<file path="src/rtl/seq_overlap_trim.sv">
// seq_overlap_trim
//   Stitches consecutive job_pe sequence streams into one legal stream. When a
//   job's last match spills overlap_len bytes into the next job, those bytes
//   are already encoded, so they are removed from the head of the next job:
//   literals are shortened, matches shortened or demoted to literals, and fully
//   covered sequences dropped. Output is a one-deep registered ready/valid
//   stage.
//
// Ports
//   clk, rst            : clock, asynchronous active-high reset
//   i_seq_*             : upstream sequence (valid, lit_len, match_len, offset,
//                         end_of_job, overlapped, overlap_len)
//   o_seq_ready         : upstream ready (combinational from output state)
//   o_seq_*             : trimmed, registered sequence (valid, lit_len,
//                         match_len, offset, end_of_job)
//   i_seq_ready         : downstream ready
//   o_drop_cnt          : sequences dropped entirely (saturating)
//   o_trim_cnt          : sequences modified but emitted (saturating)
module seq_overlap_trim #(
  parameter int JOB_LEN_LOG2       = 10,
  parameter int MAX_MATCH_LEN_LOG2 = 8,
  parameter int ADDR_WIDTH         = 16,
  parameter int MIN_MATCH_LEN      = 4,
  parameter int LW                 = JOB_LEN_LOG2 + 1,
  parameter int MW                 = MAX_MATCH_LEN_LOG2 + 1
) (
  input  logic                  clk,
  input  logic                  rst,
  input  logic                  i_seq_valid,
  input  logic [LW-1:0]         i_seq_lit_len,
  input  logic [MW-1:0]         i_seq_match_len,
  input  logic [ADDR_WIDTH-1:0] i_seq_offset,
  input  logic                  i_seq_end_of_job,
  input  logic                  i_seq_overlapped,
  input  logic [LW-1:0]         i_seq_overlap_len,
  output logic                  o_seq_ready,
  output logic                  o_seq_valid,
  output logic [LW-1:0]         o_seq_lit_len,
  output logic [MW-1:0]         o_seq_match_len,
  output logic [ADDR_WIDTH-1:0] o_seq_offset,
  output logic                  o_seq_end_of_job,
  input  logic                  i_seq_ready,
  output logic [31:0]           o_drop_cnt,
  output logic [31:0]           o_trim_cnt
);

  // One bit wider than the larger field so L+M cannot overflow.
  localparam int SW = ((LW > MW) ? LW : MW) + 1;

  function automatic logic [31:0] sat_inc(input logic [31:0] c);
    return (c == 32'hFFFF_FFFF) ? c : c + 32'd1;
  endfunction

  logic [LW-1:0]         skip;
  logic [LW-1:0]         skip_post;
  logic [LW-1:0]         skip_next;
  logic [LW-1:0]         ovl_skip;
  logic [SW-1:0]         s_w, l_w, m_w, lm_w, r_w, mr_w;
  logic [LW-1:0]         n_lit;
  logic [MW-1:0]         n_match;
  logic [ADDR_WIDTH-1:0] n_off;
  logic                  emit;
  logic                  is_trim;
  logic                  is_drop;
  logic                  accept;
  logic                  load;

  assign o_seq_ready = !o_seq_valid || i_seq_ready;
  assign accept      = i_seq_valid && o_seq_ready;
  assign load        = accept && emit;

  always_comb begin
    s_w       = SW'(skip);
    l_w       = SW'(i_seq_lit_len);
    m_w       = SW'(i_seq_match_len);
    lm_w      = l_w + m_w;
    r_w       = s_w - l_w;
    mr_w      = m_w - r_w;
    n_lit     = i_seq_lit_len;
    n_match   = i_seq_match_len;
    n_off     = i_seq_offset;
    emit      = 1'b1;
    is_trim   = 1'b0;
    is_drop   = 1'b0;
    skip_post = skip;
    if (skip != '0) begin
      // Full coverage is tested first so a sequence trimmed to nothing is
      // never emitted as an empty non-marker sequence.
      if (s_w >= lm_w) begin
        skip_post = LW'(s_w - lm_w);
        is_drop   = 1'b1;
        emit      = i_seq_end_of_job;
        n_lit     = '0;
        n_match   = '0;
        n_off     = '0;
      end else if (s_w <= l_w) begin
        n_lit     = LW'(l_w - s_w);
        skip_post = '0;
        is_trim   = 1'b1;
      end else begin
        skip_post = '0;
        is_trim   = 1'b1;
        n_lit     = '0;
        if (mr_w >= SW'(MIN_MATCH_LEN)) begin
          n_match = MW'(mr_w);
        end else begin
          // Remaining match too short for downstream: send as literals.
          n_lit   = LW'(mr_w);
          n_match = '0;
          n_off   = '0;
        end
      end
    end
    ovl_skip  = i_seq_overlapped ? i_seq_overlap_len : '0;
    skip_next = skip_post;
    if (i_seq_end_of_job) begin
      skip_next = (skip_post > ovl_skip) ? skip_post : ovl_skip;
    end
  end

  always_ff @(posedge clk or posedge rst) begin
    if (rst) begin
      skip             <= '0;
      o_drop_cnt       <= '0;
      o_trim_cnt       <= '0;
      o_seq_valid      <= 1'b0;
      o_seq_lit_len    <= '0;
      o_seq_match_len  <= '0;
      o_seq_offset     <= '0;
      o_seq_end_of_job <= 1'b0;
    end else begin
      if (accept) begin
        skip <= skip_next;
        if (is_drop) o_drop_cnt <= sat_inc(o_drop_cnt);
        if (is_trim) o_trim_cnt <= sat_inc(o_trim_cnt);
      end
      // Output stage
      if (load) begin
        o_seq_valid      <= 1'b1;
        o_seq_lit_len    <= n_lit;
        o_seq_match_len  <= n_match;
        o_seq_offset     <= n_off;
        o_seq_end_of_job <= i_seq_end_of_job;
      end else if (i_seq_ready) begin
        o_seq_valid <= 1'b0;
      end
    end
  end

endmodule

</file>
<file path="config.mk">
export PLATFORM = sky130hd
export DESIGN_NAME = seq_overlap_trim
export DESIGN_NICKNAME = d
export VERILOG_FILES = /design/src/rtl/seq_overlap_trim.sv
export SDC_FILE = /design/constraint.sdc
export NUM_CORES = 1
export LEC_CHECK = 0
export CAP_MARGIN = 20
export CORE_ASPECT_RATIO = 1.25
export CORE_MARGIN = 1
export CORE_UTILIZATION = 57
export CTS_CLUSTER_DIAMETER = 30
export DETAILED_ROUTE_END_ITERATION = 8
export HOLD_SLACK_MARGIN = 0.1
export PLACE_DENSITY = 0.87
export RECOVER_POWER = 25
export SLEW_MARGIN = 20
export SYNTH_ARGS = -nofsm -noshare
export SYNTH_HDL_FRONTEND = slang
export SYNTH_SLANG_ARGS = --single-unit
</file>
<file path="constraint.sdc">
create_clock -name clk -period 9 [get_ports clk]
set_clock_uncertainty 0.1 [all_clocks]
set_input_delay 0.9 -clock clk [delete_from_list [all_inputs] [get_ports clk]]
set_output_delay 0.9 -clock clk [all_outputs]
set_load 0.03 [all_outputs]
</file>
==> flow_metrics.env, run 1 <==
export IMPL_status="complete, but fails checks"
export IMPL_violations="capacitance limit, slew limit"
export IMPL_seqPwrFrac_pct=23.0
export IMPL_slowest_stage="or3_1"
export IMPL_synth_area_leaders="dfrtp_1 (36%), ha_1 (8.9%), xnor2_1 (5.6%), nand2_1 (4.7%), xor2_1 (4.7%)"
export IMPL_die_width_um=107.2
export IMPL_synth_nets=998
export IMPL_final_area_um2=10010
export IMPL_dieHeight_um=133.5
export IMPL_synth_seq_area_share_pct=35.88
export IMPL_grt_overflow_total=0
export IMPL_synth_edf_count=0
export IMPL_post_cts_buffers=0
export IMPL_avgSynthCellArea_um2=8.997
export IMPL_first_pass_iters=6
export IMPL_finalCriticalPeriod_ns=6.914
export IMPL_setup_violations_final=0
export IMPL_worst_slew_pin_slew_ns=2.209
export IMPL_maxSlewHeadroom_pct=-48.05
export IMPL_crit_family="simple AND/OR/NAND/NOR gates"
export IMPL_grt_use_total_pct=32.78
export IMPL_ctsHoldBuffers=0
export IMPL_rsz0062_at_grt="no"
export IMPL_drc=0
export IMPL_start_kind="input port"
export IMPL_ctsResizeCount=0
export IMPL_p_clk_share_pct=18.2
export IMPL_antenna_found_initial=0
export IMPL_insertion_delay_ns=0.41
export IMPL_holdWs_ns=0.3757
export IMPL_cts_buffers=17
export IMPL_p_per_area_nw_per_um2=326.0
export IMPL_io_buffers=155
export IMPL_die_area_um2=14300
export IMPL_swShare_pct=47.23
export IMPL_period_share_pct=76.82
export IMPL_diodes=0
export IMPL_clock_root_buffer="clkbuf_16"
export IMPL_cts_sinks=113
export IMPL_dp_final_hpwl_um=16410
export IMPL_cts_tree="built"
export IMPL_grt_pass1_vias=7477
export IMPL_crit_buf_inv=1
export IMPL_place_inst=1169
export IMPL_syn_area_um2=7881
export IMPL_ir_drop_mv=0.2389
export IMPL_cpPeakStageDelay_ns=0.56
export IMPL_gp_congestion=0.9164
export IMPL_ys_async_sr_fraction_pct=100.0
export IMPL_finalHoldViolCount=0
export IMPL_ys_ff_latch=113
export IMPL_comb_power_share_pct=58.8
export IMPL_fin_util_pct=75.01
export IMPL_crit_path_max_fanout=11
export IMPL_tns_ns=0
export IMPL_io_pins=156
export IMPL_wire_per_inst_um=18.71
export IMPL_hp_class="flip-flop to flip-flop"
export IMPL_antenna_left=0
export IMPL_start_util_pct=59.04
export IMPL_synth_cells=876
export IMPL_p_int_mw=1.723
export IMPL_grt_pass1_wl_um=36610
export IMPL_cts_path_max_buffers=2
export IMPL_route_vias_total=7449
export IMPL_drive_gt1_share_pct=4.956
export IMPL_final_cells=1200
export IMPL_cts_htree_levels=4
export IMPL_dp_slack_ns=1.697
export IMPL_power_switching_mw=1.542
export IMPL_worstSetupPathType="input port to flip-flop"
export IMPL_clk_pin_slew_ns=0.05
export IMPL_synth_main_ff_cell="dfrtp_1"
export IMPL_yosysTopAreaCell="dfrtp_1"
export IMPL_ys_warn_count=0
export IMPL_slew_violations=50
export IMPL_nNetsFinal=1139
export IMPL_p_total_mw=3.265
export IMPL_arrival_ns=7.13
export IMPL_wl_um=22450
export IMPL_drtIter0Drc=534
export IMPL_max_cap_violations=1
export IMPL_fmax_ghz=0.1446
export IMPL_grt_max_degree=66
export IMPL_cp_data_required_time_ns=9.22
export IMPL_placed_area_um2=9490
export IMPL_synth_top_cell_area_share_pct=35.88
export IMPL_leakage_nw=4.642
export IMPL_worst_slack_ns=2.086
export IMPL_post_drt_via_cell_ratio=6.208
export IMPL_area_delta_synth_final_pct=27.05
export IMPL_core_um2=13350
export IMPL_cp_end_kind="flip-flop"
export IMPL_synth_cell_types=67
export IMPL_rows=47
-- path summary, 6_finish.rpt --
| path | start | to | slack, ns | cells after the start |
|---|---|---|---|---|
| setup / recovery | i_seq_lit_len[0] | skip[0] | 2.09 | 26 |
| setup reg to reg | skip[0] | skip[0] | 3.93 | 17 |
| min in group asynchronous | rst | o_seq_offset[12] | 1.42 | 2 |
| hold / removal | o_seq_match_len[1] | o_seq_match_len[1] | 0.38 | 2 |
| hold reg to reg | o_seq_match_len[1] | o_seq_match_len[1] | 0.38 | 2 |
| max in group asynchronous | rst | o_trim_cnt[5] | 5.75 | 3 |
-- worst register-to-register path, cell delays in order, from the launching register on --
cell and delay, ns:
dfrtp_1 0.40, inv_1 0.08, ha_1 0.23, fa_1 0.39, nand2b_1 0.19, a21oi_1 0.31, o21ai_0 0.15, and3_1 0.26
or3_1 0.56, nor3_1 0.38, ha_1 0.19, nand2b_1 0.14, nand2b_1 0.13, o22ai_1 0.07, a21oi_1 0.47, nand2_1 0.41
or2_2 0.40, a22oi_1 0.14
-- sequential cells by signal (all words and copies together) (netlist names) --
signal            count
o_seq_lit_len        11
o_drop_cnt           32
o_trim_cnt           32
o_seq_valid           1
skip                 11
o_seq_end_of_job      1
o_seq_offset         16
o_seq_match_len       9
-- cells in the final DEF, fill, tap and decap left out, types with 9 or more instances in the layout --
master           netlist  layout
xor2_1                42      42
nor4_1                11      11
and3_1                27      27
nor2_1                71      71
dfrtp_1              113     113
dlygate4sd3_1          0      35
nand2b_1              10      10
nand4_1               26      26
and4_1                12      12
xnor2_1               50      50
a21o_1                 9       9
a31oi_1               10      10
a21oi_1               30      30
fa_1                  13      13
nand2_1               99      99
o21ai_0               33      33
inv_1                 60      59
nand3_1               36      36
ha_1                  56      56
clkbuf_16              0      17
nor3_1                21      21
clkdlybuf4s50_1        0     120
a22oi_1                9       9
a221oi_1              15      15
-- synthesized netlist by cell type, types with 5 or more instances --
library cell  count
dfrtp_1         113
nand2_1          99
nor2_1           71
inv_1            60
ha_1             56
xnor2_1          50
xor2_1           42
nand3_1          36
o21ai_0          33
a21oi_1          30
and3_1           27
nand4_1          26
clkbuf_1         23
nor3_1           21
a221oi_1         15
fa_1             13
and4_1           12
nor4_1           11
a31oi_1          10
nand2b_1         10
a21o_1            9
a22oi_1           9
o21a_1            8
and2_1            7
buf_2             7
o21bai_1          6
a211oi_1          5
-- cell families (layout without fill, tap and decap cells) --
kind of cell               after synthesis  in the layout  share of synthesized area, %
adders and majority gates               69             69                         12.19
xor gates and xnor gates                92             92                         10.22
buffers and inverters                   96            249                         5.159
AOI/OAI and AO/OA                      161            161                         14.34
and+or+nand+nor                        340            340                         21.53
muxes                                    5              5                        0.6826
DFF                                    113            113                         35.88
-- power by group through the flow --
stage	logic, mW	clock network (mW)	registers, mW
global route	2.07	0.620	0.770
finish	1.92	0.595	0.752
detailed placement	1.88	0	0.759
CTS	1.92	0.594	0.752
global placement	1.83	0	0.754
floorplan	1.14	0	0.934
-- per-layer routing --
metal | track usage [%] | wire length (um)
met1 | 39.54 | 8394
met2 | 55.30 | 11190
met3 | 6.115 | 1650
met4 | 17.35 | 1209
met5 | 0 | 0
-- final cells by class --
cell class                      instances  area, um^2
Inverter                               60       226.5
Sequential cell                       113        2828
Timing Repair Buffer                  158        1574
Tap cell                              171       214.0
Multi-Input combinational cell        667        4647
Fill cell                             956        3336
Clock inverter                         10       63.81
Clock buffer                           21       460.4
No activity file was read; power rests on OpenSTA's default activity.
==> run 2: changes to the inputs <==
- CORE_UTILIZATION: 57 -> 53
- PLACE_DENSITY: 0.87 -> 0.82
- clock period: 9 -> 7.2 ns (I/O delays scaled with it)
==> flow_metrics.env, run 2 (same netlist as run 1, synthesis figures left out) <==
export IMPL_area_delta_synth_final_pct=28.94
export IMPL_antenna_left=0
export IMPL_cts_buffers=17
export IMPL_cts_path_max_buffers=2
export IMPL_drtIter0Drc=577
export IMPL_finalHoldViolCount=0
export IMPL_num_fill_cells=1134
export IMPL_drc=28
export IMPL_hold_depth=2
export IMPL_fmax_ghz=0.1483
export IMPL_dieHeight_um=138.3
export IMPL_start_util_pct=54.47
export IMPL_grt_max_degree=66
export IMPL_crit_path_max_fanout=11
export IMPL_grt_use_total_pct=29.64
export IMPL_worst_slew_pin_slew_ns=2.204
export IMPL_placed_area_um2=9507
export IMPL_io_buffers=155
export IMPL_dp_final_hpwl_um=16310
export IMPL_p_per_area_nw_per_um2=417.2
export IMPL_cp_data_required_time_ns=7.42
export IMPL_nNetsFinal=1140
export IMPL_leakage_nw=4.714
export IMPL_cp_end_kind="flip-flop"
export IMPL_die_area_um2=15370
export IMPL_maxSlewHeadroom_pct=-47.76
export IMPL_finalCriticalPeriod_ns=6.744
export IMPL_final_area_um2=10160
export IMPL_final_cell_mix="clkdlybuf4s50_1 (120), dfrtp_1 (113), nand2_1 (99), nor2_1 (71), inv_1 (59)"
export IMPL_post_cts_buffers=0
export IMPL_wire_per_inst_um=18.06
export IMPL_dp_slack_ns=0.1535
export IMPL_clock_root_buffer="clkbuf_16"
export IMPL_status="complete, but fails checks"
export IMPL_first_pass_iters=8
export IMPL_slowest_stage="or3_1"
export IMPL_die_width_um=111.1
export IMPL_period_share_pct=93.67
export IMPL_cts_htree_levels=4
export IMPL_io_pins=156
export IMPL_rrSetupSlack_ns=2.11
export IMPL_hp_class="flip-flop to flip-flop"
export IMPL_core_um2=14470
export IMPL_worstSetupPathType="input port to flip-flop"
export IMPL_violations="DRC, capacitance limit, slew limit"
export IMPL_post_drt_via_cell_ratio=5.954
export IMPL_cpPeakStageDelay_ns=0.54
export IMPL_max_cap_violations=1
export IMPL_rsz0062_at_grt="no"
export IMPL_ctsResizeCount=0
export IMPL_setup_violations_final=0
export IMPL_p_total_mw=4.240
export IMPL_worst_slack_ns=0.4559
export IMPL_antenna_found_initial=0
export IMPL_gp_congestion=0.9221
export IMPL_grt_overflow_total=0
export IMPL_drive_gt1_share_pct=5.238
export IMPL_cts_tree="built"
export IMPL_rows=49
export IMPL_start_kind="input port"
export IMPL_clk_pin_slew_ns=0.06
export IMPL_ir_drop_mv=0.3637
export IMPL_tns_ns=0
export IMPL_diodes=0
export IMPL_grt_pass1_vias=7134
export IMPL_grt_pass1_wl_um=36160
export IMPL_cts_sinks=113
export IMPL_route_vias_total=7198
export IMPL_arrival_ns=6.97
export IMPL_reg_largest_list="o_drop_cnt: 32 flops, o_trim_cnt: 32 flops, o_seq_offset: 16 flops"
export IMPL_wl_um=21830
export IMPL_r2r_cells=18
export IMPL_ctsHoldBuffers=0
export IMPL_insertion_delay_ns=0.42
export IMPL_layout_commonest_cell="clkdlybuf4s50_1"
export IMPL_slew_violations=50
-- run 2: worst paths after layout --
path	from	end
max in group asynchronous	rst	o_seq_match_len[2]
min	o_seq_match_len[1]	o_seq_match_len[1]
min reg2reg	o_seq_match_len[1]	o_seq_match_len[1]
min in group asynchronous	rst	o_seq_offset[10]
max reg2reg	skip[0]	skip[0]
max	i_seq_lit_len[0]	skip[0]
-- run 2: worst max-delay path: cells and delay by family --
| kind | cells | cell delay, ns |
|---|---|---|
| adder cells (fa/ha/maj) | 4 | 1.24 |
| AND/OR/NAND/NOR | 10 | 2.32 |
| XOR/XNOR | 1 | 0.12 |
| buffers and inverters | 1 | 0.48 |
| AO/OA/AOI/OAI | 11 | 2.06 |
-- run 2: cell type report --
class                   count  area, um^2  share of cell area [%]
inverters                  60       226.5                   2.229
repair buffers            159        1582                   15.56
clock buffers              18       429.2                   4.223
well taps                 178       222.7                   2.192
flip-flops and latches    113        2828                   27.83
clock inverters            14       227.7                   2.241
multi-input cells         667        4647                   45.73
-- run 2: metrics by stage --
stage	hold slack, ns	utilization (%)	std cells
floorplan	0.4347	-	876
global placement	0.3640	65.70	1177
detailed placement	0.3661	65.70	1177
CTS	0.3783	70.24	1209
global route	0.3896	70.24	1209
finish	0.3701	70.24	1209
-- run 2: power breakdown --
part | leakage (nW) | internal (mW) | switching (mW)
combinational | 2.93 | 0.907 | 1.45
clock | 0.316 | 0.620 | 0.325
sequential | 1.47 | 0.795 | 0.143
total | 4.71 | 2.32 | 1.92
-- run 2: layer usage --
layer / global-route usage [%] / wire length [um] / part of all wire, % / vias up
li1: - / - / - / 3370
met1: 35.26 / 8529 / 39 / 3452
met2: 50.31 / 10960 / 50 / 309
met3: 6.795 / 1478 / 6.8 / 67
met4: 14.94 / 862 / 3.9 / 0
met5: 0 / 0 / 0 / -
==> run 3: changes to the inputs <==
- CORE_UTILIZATION: 53 -> 57
- PLACE_DENSITY: 0.82 -> 0.87
- clock period: 7.2 -> 8.4 ns (I/O delays scaled with it)
==> flow_metrics.env, run 3 (same netlist as run 1, synthesis figures left out) <==
export IMPL_status="complete, but fails checks"
export IMPL_violations="capacitance limit, slew limit"
export IMPL_num_fill_cells=927
export IMPL_p_per_area_nw_per_um2=357.9
export IMPL_crit_path_max_fanout=11
export IMPL_worst_slack_ns=1.593
export IMPL_clock_root_buffer="clkbuf_16"
export IMPL_setup_worst_path_end="skip[7]"
export IMPL_ctsResizeCount=0
export IMPL_worst_slew_pin_slew_ns=2.244
export IMPL_reg_largest_list="o_drop_cnt: 32 flops, o_trim_cnt: 32 flops, o_seq_offset: 16 flops"
export IMPL_cts_tree="built"
export IMPL_drive_gt1_share_pct=4.961
export IMPL_dp_final_hpwl_um=16340
export IMPL_final_cells=1199
export IMPL_timing_rr_start="skip[0]"
export IMPL_ir_drop_mv=0.2586
export IMPL_first_pass_iters=7
export IMPL_clk_pin_slew_ns=0.05
export IMPL_max_cap_violations=1
export IMPL_post_cts_buffers=0
export IMPL_rows=47
export IMPL_layout_commonest_cell="clkdlybuf4s50_1"
export IMPL_io_pins=156
export IMPL_gr_usage_met3_pct=5.724
export IMPL_rrSetupSlack_ns=3.34
export IMPL_wl_um=22670
export IMPL_drc=0
export IMPL_p_int_mw=1.966
export IMPL_r2r_cells=18
export IMPL_io_buffers=155
export IMPL_p_clk_share_pct=21.1
export IMPL_slew_violations=50
export IMPL_drtIter0Drc=589
export IMPL_tns_ns=0
export IMPL_grtUsageMet1_pct=41.06
export IMPL_place_inst=1169
export IMPL_dp_slack_ns=1.173
export IMPL_antenna_found_initial=0
export IMPL_final_cell_mix="clkdlybuf4s50_1 (120), dfrtp_1 (113), nand2_1 (99), nor2_1 (71), inv_1 (59)"
export IMPL_grt_pass1_vias=7381
export IMPL_crit_family="compound AO/OA/AOI/OAI gates"
export IMPL_core_um2=13350
export IMPL_grt_max_degree=66
export IMPL_comb_power_share_pct=56.7
export IMPL_rsz0062_at_grt="no"
export IMPL_cts_buffers=17
export IMPL_holdWs_ns=0.3785
export IMPL_gp_congestion=0.9164
export IMPL_maxSlewHeadroom_pct=-50.45
export IMPL_grt_overflow_total=0
export IMPL_leakage_nw=4.698
export IMPL_cp_common_cell="o21ai_0"
export IMPL_setup_violations_final=0
export IMPL_placed_area_um2=9490
export IMPL_die_area_um2=14300
export IMPL_cts_path_max_buffers=2
export IMPL_start_util_pct=59.04
export IMPL_finalHoldViolCount=0
export IMPL_fmax_ghz=0.1469
export IMPL_cpPeakStageDelay_ns=0.54
export IMPL_power_switching_mw=1.650
export IMPL_wire_per_inst_um=18.90
export IMPL_die_width_um=107.2
export IMPL_crit_buf_inv=1
export IMPL_fin_util_pct=75.71
export IMPL_dieHeight_um=133.5
export IMPL_post_drt_via_cell_ratio=6.168
export IMPL_nNetsFinal=1139
export IMPL_slowest_stage="or3_1"
export IMPL_busiest_layer="met2"
export IMPL_insertion_delay_ns=0.42
export IMPL_hp_class="flip-flop to flip-flop"
export IMPL_swShare_pct=45.63
export IMPL_period_share_pct=81.04
export IMPL_worstSetupPathType="input port to flip-flop"
export IMPL_start_kind="input port"
export IMPL_finalCriticalPeriod_ns=6.807
export IMPL_cp_data_required_time_ns=8.63
export IMPL_cp_startpoint="i_seq_lit_len[0]"
export IMPL_arrival_ns=7.03
export IMPL_grtUsageMet2_pct=55.34
export IMPL_cp_end_kind="flip-flop"
export IMPL_diodes=0
export IMPL_seqPwrFrac_pct=22.3
export IMPL_cts_sinks=113
export IMPL_final_area_um2=10110
export IMPL_area_delta_synth_final_pct=28.23
export IMPL_grt_use_total_pct=33.32
export IMPL_route_vias_total=7395
export IMPL_r2r_end="skip[7]"
export IMPL_antenna_left=0
export IMPL_ctsHoldBuffers=0
export IMPL_crit_cells=27
export IMPL_cts_htree_levels=4
export IMPL_grt_pass1_wl_um=36910
export IMPL_p_total_mw=3.617
[run 3: cell count changes in the layout (fill, tap and decap cells not counted), sizes merged]
cell,previous run,this run
buf,4,3
bufinv,5,4
clkbuf,18,20
inv,62,59
[run 3: final cells by class]
type	instances	area, um^2	area share (%)
multi-input combinational	667	4647	45.98
sequential	113	2828	27.98
timing repair buffer	158	1574	15.58
clock buffer	20	456.7	4.519
inverter	60	226.5	2.241
tap	171	214.0	2.117
clock inverter	10	160.2	1.585
[run 3: worst min-delay path: cells and delay by family (launching register included)]
kind,cells,cell delay (ns)
simple gates,1,0.05
compound gates,1,0.06
flops,1,0.34
[run 3: power groups by stage]
stage,combinational [mW],sequential (mW),clock [mW]
final,2.05,0.806,0.762
after global routing,2.21,0.823,0.789
after CTS,2.05,0.806,0.761
after detailed placement,2.02,0.813,0
after global placement,1.96,0.808,0
after floorplan,1.22,1.00,0
[run 3: worst min path at each step]
| stage | startpoint | endpoint | slack, ns | cells after the start |
|---|---|---|---|---|
| global route | o_trim_cnt[29] | o_trim_cnt[29] | 0.40 | 1 |
| floorplan | skip[5] | skip[5] | 0.43 | 2 |
| finish | o_seq_offset[12] | o_seq_offset[12] | 0.38 | 2 |
| CTS | o_seq_offset[0] | o_seq_offset[0] | 0.39 | 2 |
| global placement | o_seq_offset[12] | o_seq_offset[12] | 0.36 | 2 |
| detailed placement | o_seq_match_len[1] | o_seq_match_len[1] | 0.37 | 2 |
[run 3: routing by layer]
metal,part of all wire (%),up-vias
li1,-,3369
met3,6.7,98
met1,39,3587
met5,0,-
met2,49,341
met4,5.0,0
